File: src/rtl/lut_pkg.sv
// lut_pkg: shared types and sizing helpers for the truth-table evaluator
package lut_pkg;

    localparam int N_IN_MAX = 8;

    typedef enum logic [1:0] {
        IDLE   = 2'd0,
        LOAD   = 2'd1,
        COMMIT = 2'd2
    } cfg_state_t;

    function automatic int tt_width(input int n);
        return 1 << n;
    endfunction

endpackage

File: src/rtl/lut_eval_stream_if.sv
// lut_eval_stream_if: input-vector stream and registered result stream
interface lut_eval_stream_if #(parameter int N_IN = 3);

    logic            in_valid;
    logic            in_ready;
    logic [N_IN-1:0] in_data;
    logic            out_valid;
    logic            out_ready;
    logic            out_data;

    modport master (
        output in_valid, in_data, out_ready,
        input  in_ready, out_valid, out_data
    );

    modport slave (
        input  in_valid, in_data, out_ready,
        output in_ready, out_valid, out_data
    );

endinterface

File: src/rtl/lut_cfg_loader.sv
// lut_cfg_loader: serial truth-table loader with atomic commit strobe
module lut_cfg_loader
    import lut_pkg::*;
#(
    parameter int N_IN = 3
) (
    input  logic                      clk,
    input  logic                      rst_n,
    input  logic                      cfg_start,
    input  logic                      cfg_valid,
    input  logic                      cfg_bit,
    output logic [tt_width(N_IN)-1:0] o_shadow,
    output logic                      o_commit,
    output logic                      cfg_busy,
    output logic                      cfg_done
);

    localparam int TW = tt_width(N_IN);
    localparam logic [N_IN:0] LAST = (N_IN+1)'(TW - 1);

    cfg_state_t      r_state;
    cfg_state_t      w_next;
    logic [N_IN:0]   r_cnt;
    logic [TW-1:0]   r_shadow;
    logic            w_last;

    assign w_last   = cfg_valid && (r_cnt == LAST);
    assign o_shadow = r_shadow;

    // state register
    always_ff @(posedge clk or negedge rst_n) begin
        if (!rst_n) r_state <= IDLE;
        else        r_state <= w_next;
    end

    // next state and strobes; a start in COMMIT cancels the commit
    always_comb begin
        w_next   = r_state;
        o_commit = 1'b0;
        cfg_done = 1'b0;
        cfg_busy = r_state != IDLE;
        case (r_state)
            IDLE:    w_next = cfg_start ? LOAD : IDLE;
            LOAD:    w_next = (!cfg_start && w_last) ? COMMIT : LOAD;
            COMMIT: begin
                w_next   = cfg_start ? LOAD : IDLE;
                o_commit = !cfg_start;
                cfg_done = !cfg_start;
            end
            default: w_next = IDLE;
        endcase
    end

    // bit counter and shadow; start wins over a same-cycle bit
    always_ff @(posedge clk or negedge rst_n) begin
        if (!rst_n) begin
            r_cnt    <= '0;
            r_shadow <= '0;
        end else if (cfg_start) begin
            r_cnt    <= '0;
            r_shadow <= '0;
        end else if (r_state == LOAD && cfg_valid) begin
            r_shadow[r_cnt[N_IN-1:0]] <= cfg_bit;
            r_cnt <= r_cnt[N_IN] ? r_cnt : r_cnt + (N_IN+1)'(1);
        end
    end

endmodule

File: src/rtl/lut_eval_stream.sv
// lut_eval_stream: runtime-programmable N-input truth-table evaluator
module lut_eval_stream
    import lut_pkg::*;
#(
    parameter int                      N_IN    = 3,
    parameter logic [tt_width(N_IN)-1:0] TT_INIT = (tt_width(N_IN))'(8'hA0)
) (
    input  logic                   clk,
    input  logic                   rst_n,
    lut_eval_stream_if.slave       s,
    input  logic                   cfg_start,
    input  logic                   cfg_valid,
    input  logic                   cfg_bit,
    output logic                   cfg_busy,
    output logic                   cfg_done
);

    localparam int TW = tt_width(N_IN);

    logic [TW-1:0] r_table;
    logic [TW-1:0] w_shadow;
    logic          w_commit;
    logic          w_accept;
    logic          r_out_valid;
    logic          r_out_data;

    lut_cfg_loader #(.N_IN(N_IN)) u_loader (
        .clk       (clk),
        .rst_n     (rst_n),
        .cfg_start (cfg_start),
        .cfg_valid (cfg_valid),
        .cfg_bit   (cfg_bit),
        .o_shadow  (w_shadow),
        .o_commit  (w_commit),
        .cfg_busy  (cfg_busy),
        .cfg_done  (cfg_done)
    );

    assign s.in_ready  = !r_out_valid || s.out_ready;
    assign w_accept    = s.in_valid && s.in_ready;
    assign s.out_valid = r_out_valid;
    assign s.out_data  = r_out_data;

    // active table swaps only on a full, uncancelled commit
    always_ff @(posedge clk or negedge rst_n) begin
        if (!rst_n)        r_table <= TT_INIT;
        else if (w_commit) r_table <= w_shadow;
    end

    // output register: load on accept, hold until drained
    always_ff @(posedge clk or negedge rst_n) begin
        if (!rst_n) begin
            r_out_valid <= 1'b0;
            r_out_data  <= 1'b0;
        end else if (w_accept) begin
            r_out_valid <= 1'b1;
            r_out_data  <= r_table[s.in_data];
        end else if (s.out_ready) begin
            r_out_valid <= 1'b0;
        end
    end

endmodule

File: src/flat_wrapper.sv
// flat-port wrapper written by rule: the top's interface ports become plain ports
module lut_eval_stream_flat import lut_pkg::*;
#(
    parameter int                      N_IN    = 3,
    parameter logic [tt_width(N_IN)-1:0] TT_INIT = (tt_width(N_IN))'(8'hA0)
)
  (clk, rst_n, cfg_start, cfg_valid, cfg_bit, cfg_busy, cfg_done, s_in_valid, s_in_data, s_out_ready, s_in_ready, s_out_valid, s_out_data);
  lut_eval_stream_if #(.N_IN(N_IN)) s_i ();
  input  logic clk;
  input  logic rst_n;
  input  logic cfg_start;
  input  logic cfg_valid;
  input  logic cfg_bit;
  output logic cfg_busy;
  output logic cfg_done;
  input wire logic [$bits(s_i.in_valid)-1:0] s_in_valid;
  input wire logic [$bits(s_i.in_data)-1:0] s_in_data;
  input wire logic [$bits(s_i.out_ready)-1:0] s_out_ready;
  output wire logic [$bits(s_i.in_ready)-1:0] s_in_ready;
  output wire logic [$bits(s_i.out_valid)-1:0] s_out_valid;
  output wire logic [$bits(s_i.out_data)-1:0] s_out_data;
  assign s_i.in_valid = s_in_valid;
  assign s_i.in_data = s_in_data;
  assign s_i.out_ready = s_out_ready;
  assign s_in_ready = s_i.in_ready;
  assign s_out_valid = s_i.out_valid;
  assign s_out_data = s_i.out_data;
  lut_eval_stream #(.N_IN(N_IN), .TT_INIT(TT_INIT)) u_core (.clk(clk), .rst_n(rst_n), .s(s_i), .cfg_start(cfg_start), .cfg_valid(cfg_valid), .cfg_bit(cfg_bit), .cfg_busy(cfg_busy), .cfg_done(cfg_done));
endmodule
File: config.mk
export PLATFORM = sky130hd
export DESIGN_NAME = lut_eval_stream_flat
export DESIGN_NICKNAME = d
export VERILOG_FILES = /design/src/rtl/lut_pkg.sv /design/src/rtl/lut_eval_stream_if.sv /design/src/rtl/lut_cfg_loader.sv /design/src/rtl/lut_eval_stream.sv /design/src/flat_wrapper.sv
export SDC_FILE = /design/constraint.sdc
export NUM_CORES = 1
export LEC_CHECK = 0
export ABC_AREA = 1
export CORE_MARGIN = 2
export CORE_UTILIZATION = 53
export CTS_CLUSTER_SIZE = 28
export DETAILED_ROUTE_END_ITERATION = 10
export PLACE_DENSITY = 0.77
export RECOVER_POWER = 100
export SLEW_MARGIN = 20
export SYNTH_ARGS = -nofsm -noshare
export SYNTH_HDL_FRONTEND = slang
export SYNTH_SLANG_ARGS = --single-unit
File: constraint.sdc
create_clock -name clk -period 1.6 [get_ports clk]
set_input_delay 0.32 -clock clk [delete_from_list [all_inputs] [get_ports clk]]
set_output_delay 0.32 -clock clk [all_outputs]
set_load 0.01 [all_outputs]
==> metrics.txt, run 1 <==
run status complete, no violations; largest stage delay on the critical path 0.53 ns; post-CTS clock slew at the launch and capture registers of the worst setup and hold paths 0.12 ns; crit path max fanout 2; delay-heaviest family, CP buffers and inverters; TritonCTS clock tree yes; min-delay src u_core.s.out_data$_DFFE_PN0P_; Area growth, synth to finish 19.2%; endpoint type of the worst setup path primary output; adder and majority gate portion of the synthesized area 1.05%; Clk Tree Root Cell sky130_fd_sc_hd__clkbuf_4; Initial DRT Pass Iterations 4; sequential fraction of design power 57.3%; power density of the placed cells 811 nW/µm²; DIE HEIGHT 51.5 µm; total internal power 0.000862 W; wire length of the first global-routing pass 3930 µm; number of fill cells in the layout 195; number of cell rows 17; critical path's slowest cell sky130_fd_sc_hd__dlygate4sd3_1; relative slew slack 62.5%; net switching power figure 0.000295 W; combined buffer and inverter count along the critical path 3; dpl hpwl 1760 µm; clock latency of the later-clocked register in the worst-skew pair 0.31 ns; final estimated routing congestion in global placement 0.809; largest clock skew in the final design 0.00213 ns; number of cells produced by synthesis 148; number of sinks handled by clock tree synthesis 24; type of the most critical hold path flop to flop; worst reg2reg startpoint u_core.u_loader.r_state[0]$_DFF_PN0_; maximum clock frequency 642 MHz; wire length per cell after detailed routing 11.5 µm; logic gate share of total power 15.5%; via total after detailed routing 1019; unrepaired setup endpoints after global routing false; Sw Share 25.5%; number of placed cells counting well taps 195; dominant combinational cell family by area after synthesis simple AND/OR/NAND/NOR gates; Final Cycle Share 97.4%; Arr. time, crit path 1.24 ns; total die area 2650 µm²; nets@finish 184; origin of the worst setup path s_out_ready; CTS Buf Count 3; number of storage elements in the synthesis netlist 24; Slew Viols, Final 0; Congestion Overflow GR 0; number of antenna violations at the first check in global routing 0; via count of the first global-routing pass 958; Avg Inst Size Synth 8.08 µm²; standby leakage power 0.700 nW; overall power of the completed layout 0.00116 W; Post-Synth XOR/XNOR Area 0.732%; total number of H-tree levels 1; share of power burned in the clock network 27.2%; final cell count without fillers 200; Synthesized Nets 159; DR iter-0 viols 23; final wirelength 2310 µm; post-synthesis cell type with the largest combined area sky130_fd_sc_hd__dfrtp_1; placeable core area 2170 µm²; Yosys warnings 0; Slew @ Worst Pin 0.562 ns; total I/O pin count 15; maximum vdd ir drop 0.402 mV; cells traversed along the worst timing path dlygate4sd3_1, inv_1, nand2_1, dlygate4sd2_1; share of the synthesized area in the top cell type 46.0%; number of hold violations in the final report 0; Horiz. Die Dim 51.5 µm; number of port buffers 14; largest net degree at the start of global routing 25; element type at the critical path start input port; critical path required time 1.28 ns; All-Layer GR Usage 20.2%; Simple-Gate Fraction of Synth Area 28.6%; largest cells by area after synthesis sky130_fd_sc_hd__dfrtp_1 46%, sky130_fd_sc_hd__nand2_1 9.7%, sky130_fd_sc_hd__inv_1 6.3%, sky130_fd_sc_hd__nor2_1 6.0%, sky130_fd_sc_hd__o21ai_0 5.0%; Setup violations, final 0; critical path start-end classification input port to primary output; Post-Synthesis Cell Area 1200 µm²; count of cell types in the netlist 20; portion of netlist area occupied by mux cells 0%; top library cells by usage in the layout, fill and taps aside 31 x sky130_fd_sc_hd__nand2_1, 22 x sky130_fd_sc_hd__dfrtp_1, 20 x sky130_fd_sc_hd__inv_1; number of buffers on the longest clock path 2; fraction of the yosys area taken by sequential cells 50.4%; mean number of vias per cell 5.10; remaining design rule violation count 0; number of diodes added for antenna fixing 0; fraction of layout instances using a drive strength above 1 9.30%; minimum clock period 1.56 ns; Synth Area in Compound Gates 9.41%; number of max-cap violations 0; most common cell after layout, fill and taps aside sky130_fd_sc_hd__nand2_1; remaining antenna violation count after routing 0; effective utilization at floorplan 55.1%
layer usage:
metal / up-vias / part of all wire [%] / GRT usage [%]
met4: 0 / 1.5 / 7.89
met2: 24 / 49 / 36.1
met1: 468 / 45 / 24.7
met5: - / 0 / 0
met3: 5 / 3.8 / 2.59
li1: 522 / - / -
worst register-to-register path, cell delays in order, from the launching register on:
cell	delay, ns
sky130_fd_sc_hd__dfrtp_1	0.38
sky130_fd_sc_hd__buf_4	0.13
sky130_fd_sc_hd__clkbuf_4	0.13
sky130_fd_sc_hd__nand3_1	0.21
sky130_fd_sc_hd__o21ai_0	0.34
sky130_fd_sc_hd__o21ai_0	0.15
area by class of cell:
class                           instances  area (µm²)  area share [%]
Clock buffer                            4        36.3            2.54
Inverter                               21        78.8            5.53
Multi-Input combinational cell         99         463            32.5
Sequential cell                        24         603            42.3
Tap cell                               28        35.0            2.46
Timing Repair Buffer                   24         210            14.7
Yosys cell counts:
cell	instances
sky130_fd_sc_hd__nand3_4	1
sky130_fd_sc_hd__nor2_1	19
sky130_fd_sc_hd__nand3b_1	1
sky130_fd_sc_hd__ha_1	1
sky130_fd_sc_hd__nand3_1	11
sky130_fd_sc_hd__o21ai_0	12
sky130_fd_sc_hd__inv_1	20
sky130_fd_sc_hd__xor2_1	1
sky130_fd_sc_hd__buf_2	1
sky130_fd_sc_hd__nand2_1	31
sky130_fd_sc_hd__nor3_1	9
sky130_fd_sc_hd__a21oi_1	9
sky130_fd_sc_hd__nor4_1	1
sky130_fd_sc_hd__clkinv_1	1
sky130_fd_sc_hd__nor3_4	1
sky130_fd_sc_hd__nand4_1	1
sky130_fd_sc_hd__buf_6	3
sky130_fd_sc_hd__dfrtp_1	22
sky130_fd_sc_hd__a22oi_1	1
sky130_fd_sc_hd__dfstp_2	2
timing repair:
item	CTS	global route
hold buffers	0	0
endpoints found under the setup margin	3	0
hold endpoints to repair	0	0
gates resized for setup	7	0
buffers inserted	1	0
final timing paths:
check,end,slack (ns),cells past startpoint
setup / recovery,s_in_ready,0.04,4
hold / removal,u_core.s.out_data$_DFFE_PN0P_,0.50,2
setup reg to reg,u_core.u_loader.r_cnt[2]$_DFFE_PN0P_,0.14,5
hold reg to reg,u_core.s.out_data$_DFFE_PN0P_,0.50,2
max in group asynchronous,u_core.r_table[5]$_DFFE_PN1P_,0.71,2
min in group asynchronous,u_core.r_table[6]$_DFFE_PN0P_,0.52,2
power by group through the flow:
stage / combinational (W) / clock [W] / sequential (W)
2_1_floorplan: 0.0000928 / 0 / 0.000674
3_3_place_gp: 0.000180 / 0 / 0.000673
3_5_place_dp: 0.000187 / 0 / 0.000675
4_1_cts: 0.000188 / 0.000323 / 0.000662
5_1_grt: 0.000205 / 0.000340 / 0.000667
6_report: 0.000180 / 0.000315 / 0.000663
sequential cells by signal, summed over array words and instances, names as in the netlist:
signal / flops
u_core.s.out_valid: 1
u_core.r_table: 8
u_core.s.out_data: 1
u_core.u_loader.r_state: 2
u_core.u_loader.o_shadow: 8
u_core.u_loader.r_cnt: 4
logic make-up after synthesis:
family,count (synthesis)
AOI/OAI and AO/OA,22
and+or+nand+nor,75
xor gates and xnor gates,1
buffers and inverters,25
DFF,24
adders and majority gates,1
metrics by stage:
stage / setup slack (ns) / hold WS, ns / util [%] / TNS [ns] / cell area, µm²
finish: 0.0419 / 0.497 / 65.7 / 0 / 1430
global route: 0.0115 / 0.533 / 65.7 / 0 / 1430
floorplan: 0.391 / 0.0244 / - / 0 / 1200
CTS: 0.0640 / 0.364 / 66.8 / 0 / 1450
detailed placement: -0.290 / 0.470 / 65.1 / -0.725 / 1410
global placement: -0.290 / 0.463 / 65.1 / -0.536 / 1410
No activity file was read; power rests on OpenSTA's default activity.
==> run 2, diff against run 1 <==
- SETUP_SLACK_MARGIN: unset -> 0.5
==> metrics.txt, run 2 (synthesized netlist as in run 1, its figures left out) <==
run status complete, no violations; critical path required time 1.86 ns; total die area 2650 µm²; effective utilization at floorplan 55.1%; number of buffers inserted by hold repair at cts 0; combined buffer and inverter count along the critical path 5; placeable core area 2170 µm²; Area growth, synth to finish 45.4%; mean number of vias per cell 5.50; overall power of the completed layout 0.00124 W; Final Cycle Share 96.6%; remaining antenna violation count after routing 0; DR iter-0 viols 30; power density of the placed cells 713 nW/µm²; Setup Slack @ Placement -0.296 ns; final worst-path setup slack 0.0540 ns; final wirelength 3320 µm; via count of the first global-routing pass 1063; final estimated routing congestion in global placement 0.807; nets@finish 204; Design Area, Final 1740 µm²; delay-heaviest family, CP buffers and inverters; final cell count without fillers 220; critical path's slowest cell sky130_fd_sc_hd__dfrtp_1; minimum clock period 1.55 ns; wire length of the first global-routing pass 4570 µm; maximum vdd ir drop 0.698 mV; number of placed cells counting well taps 195; number of sinks handled by clock tree synthesis 24; clock latency of the later-clocked register in the worst-skew pair 0.33 ns; Initial DRT Pass Iterations 4; All-Layer GR Usage 23.5%; cells traversed along the worst timing path inv_2, buf_6, clkbuf_2, nand3_4, clkbuf_1, clkbuf_2, nor2_4, a21oi_1, nor2_1; Congestion Overflow GR 0; Slew @ Worst Pin 0.577 ns; number of fill cells in the layout 140; TritonCTS clock tree yes; number of buffers on the longest clock path 2; number of port buffers 14; post-CTS clock slew at the launch and capture registers of the worst setup and hold paths 0.13 ns; standby leakage power 0.847 nW; Horiz. Die Dim 51.5 µm; number of cell rows 17; total I/O pin count 15; maximum clock frequency 647 MHz; via total after detailed routing 1209; number of hold violations in the final report 0; total number of H-tree levels 1; largest net degree at the start of global routing 25; remaining design rule violation count 0; wire length per cell after detailed routing 15.1 µm; dpl cell area 1410 µm²; number of antenna violations at the first check in global routing 0; largest stage delay on the critical path 0.40 ns; dpl hpwl 1690 µm; DIE HEIGHT 51.5 µm; fraction of layout instances using a drive strength above 1 35.4%; element type at the critical path start flop; most common cell after layout, fill and taps aside sky130_fd_sc_hd__nand2_1; crit path max fanout 6; Arr. time, crit path 1.81 ns; critical path start-end classification flop to flop; Setup violations, final 0; type of the most critical hold path input port to async pin; largest clock skew in the final design 0.00377 ns; number of max-cap violations 0; Slew Viols, Final 0; number of diodes added for antenna fixing 0; endpoint type of the worst setup path flop; top library cells by usage in the layout, fill and taps aside 22 x sky130_fd_sc_hd__nand2_1, 21 x sky130_fd_sc_hd__dfrtp_1, 17 x sky130_fd_sc_hd__inv_1; relative slew slack 61.5%; CTS Buf Count 3; unrepaired setup endpoints after global routing true; Clk Tree Root Cell sky130_fd_sc_hd__clkbuf_4; cell type with the highest occurrence count on the critical path sky130_fd_sc_hd__clkbuf_2
==> run 2: cell count changes in the layout (fill, tap and decap cells not counted), sizes merged <==
cell	previous run	this run
dlygate4sd3	3	1
buf	6	25
clkinv	1	0
clkbuf	9	14
clkdlybuf4s50	8	5
dlymetal6s2s	0	1
clkinvlp	0	1
==> run 2: where the power goes <==
group	switching (W)	internal, W
registers	0.0000245	0.000643
logic	0.000136	0.000107
clock network	0.000190	0.000139
==> run 2: timing repair <==
item	4_1_cts	5_1_grt
pin swaps	5	6
setup buffers	9	10
endpoints found under the setup margin	27	28
gates resized for setup	51	42
gates cloned	1	1
==> run 2: per-stage QoR <==
step	TNS, ns	hold slack (ns)	util (%)
3_3_place_gp	-0.547	0.463	65.1
6_report	0	0.495	80.2
5_1_grt	-0.0734	0.515	80.2
3_5_place_dp	-0.840	0.473	65.1
4_1_cts	0	0.364	74.3
2_1_floorplan	0	0.0244	-
==> run 2: metal layers <==
metal  wire length [µm]  vias to the layer above  global-route usage, %
met5                  0                        -                      0
met4                119                        0                   6.58
met3                158                       16                   3.74
met2               1760                       51                   40.8
met1               1290                      574                   30.4
li1                   -                      568                      -
==> run 2: worst paths after layout <==
kind / endpoint / from / depth (start not counted) / slack, ns
setup / recovery: u_core.u_loader.o_shadow[3]$_DFFE_PN0P_ / u_core.u_loader.r_state[1]$_DFF_PN0_ / 9 / 0.05
hold / removal: u_core.r_table[3]$_DFFE_PN0P_ / rst_n / 2 / 0.50
setup reg to reg: u_core.u_loader.o_shadow[3]$_DFFE_PN0P_ / u_core.u_loader.r_state[1]$_DFF_PN0_ / 9 / 0.05
hold reg to reg: u_core.s.out_data$_DFFE_PN0P_ / u_core.s.out_data$_DFFE_PN0P_ / 2 / 0.51
max in group asynchronous: u_core.u_loader.r_cnt[0]$_DFFE_PN0P_ / rst_n / 2 / 0.69
min in group clk: u_core.s.out_data$_DFFE_PN0P_ / u_core.s.out_data$_DFFE_PN0P_ / 2 / 0.51
==> run 2: layout make-up <==
cell class | instances | area [µm²] | share of cell area (%)
Multi-Input combinational cell | 99 | 606 | 34.8
Inverter | 21 | 85.1 | 4.89
Sequential cell | 24 | 604 | 34.7
Clock buffer | 4 | 36.3 | 2.09
Timing Repair Buffer | 44 | 373 | 21.4
Tap cell | 28 | 35.0 | 2.01
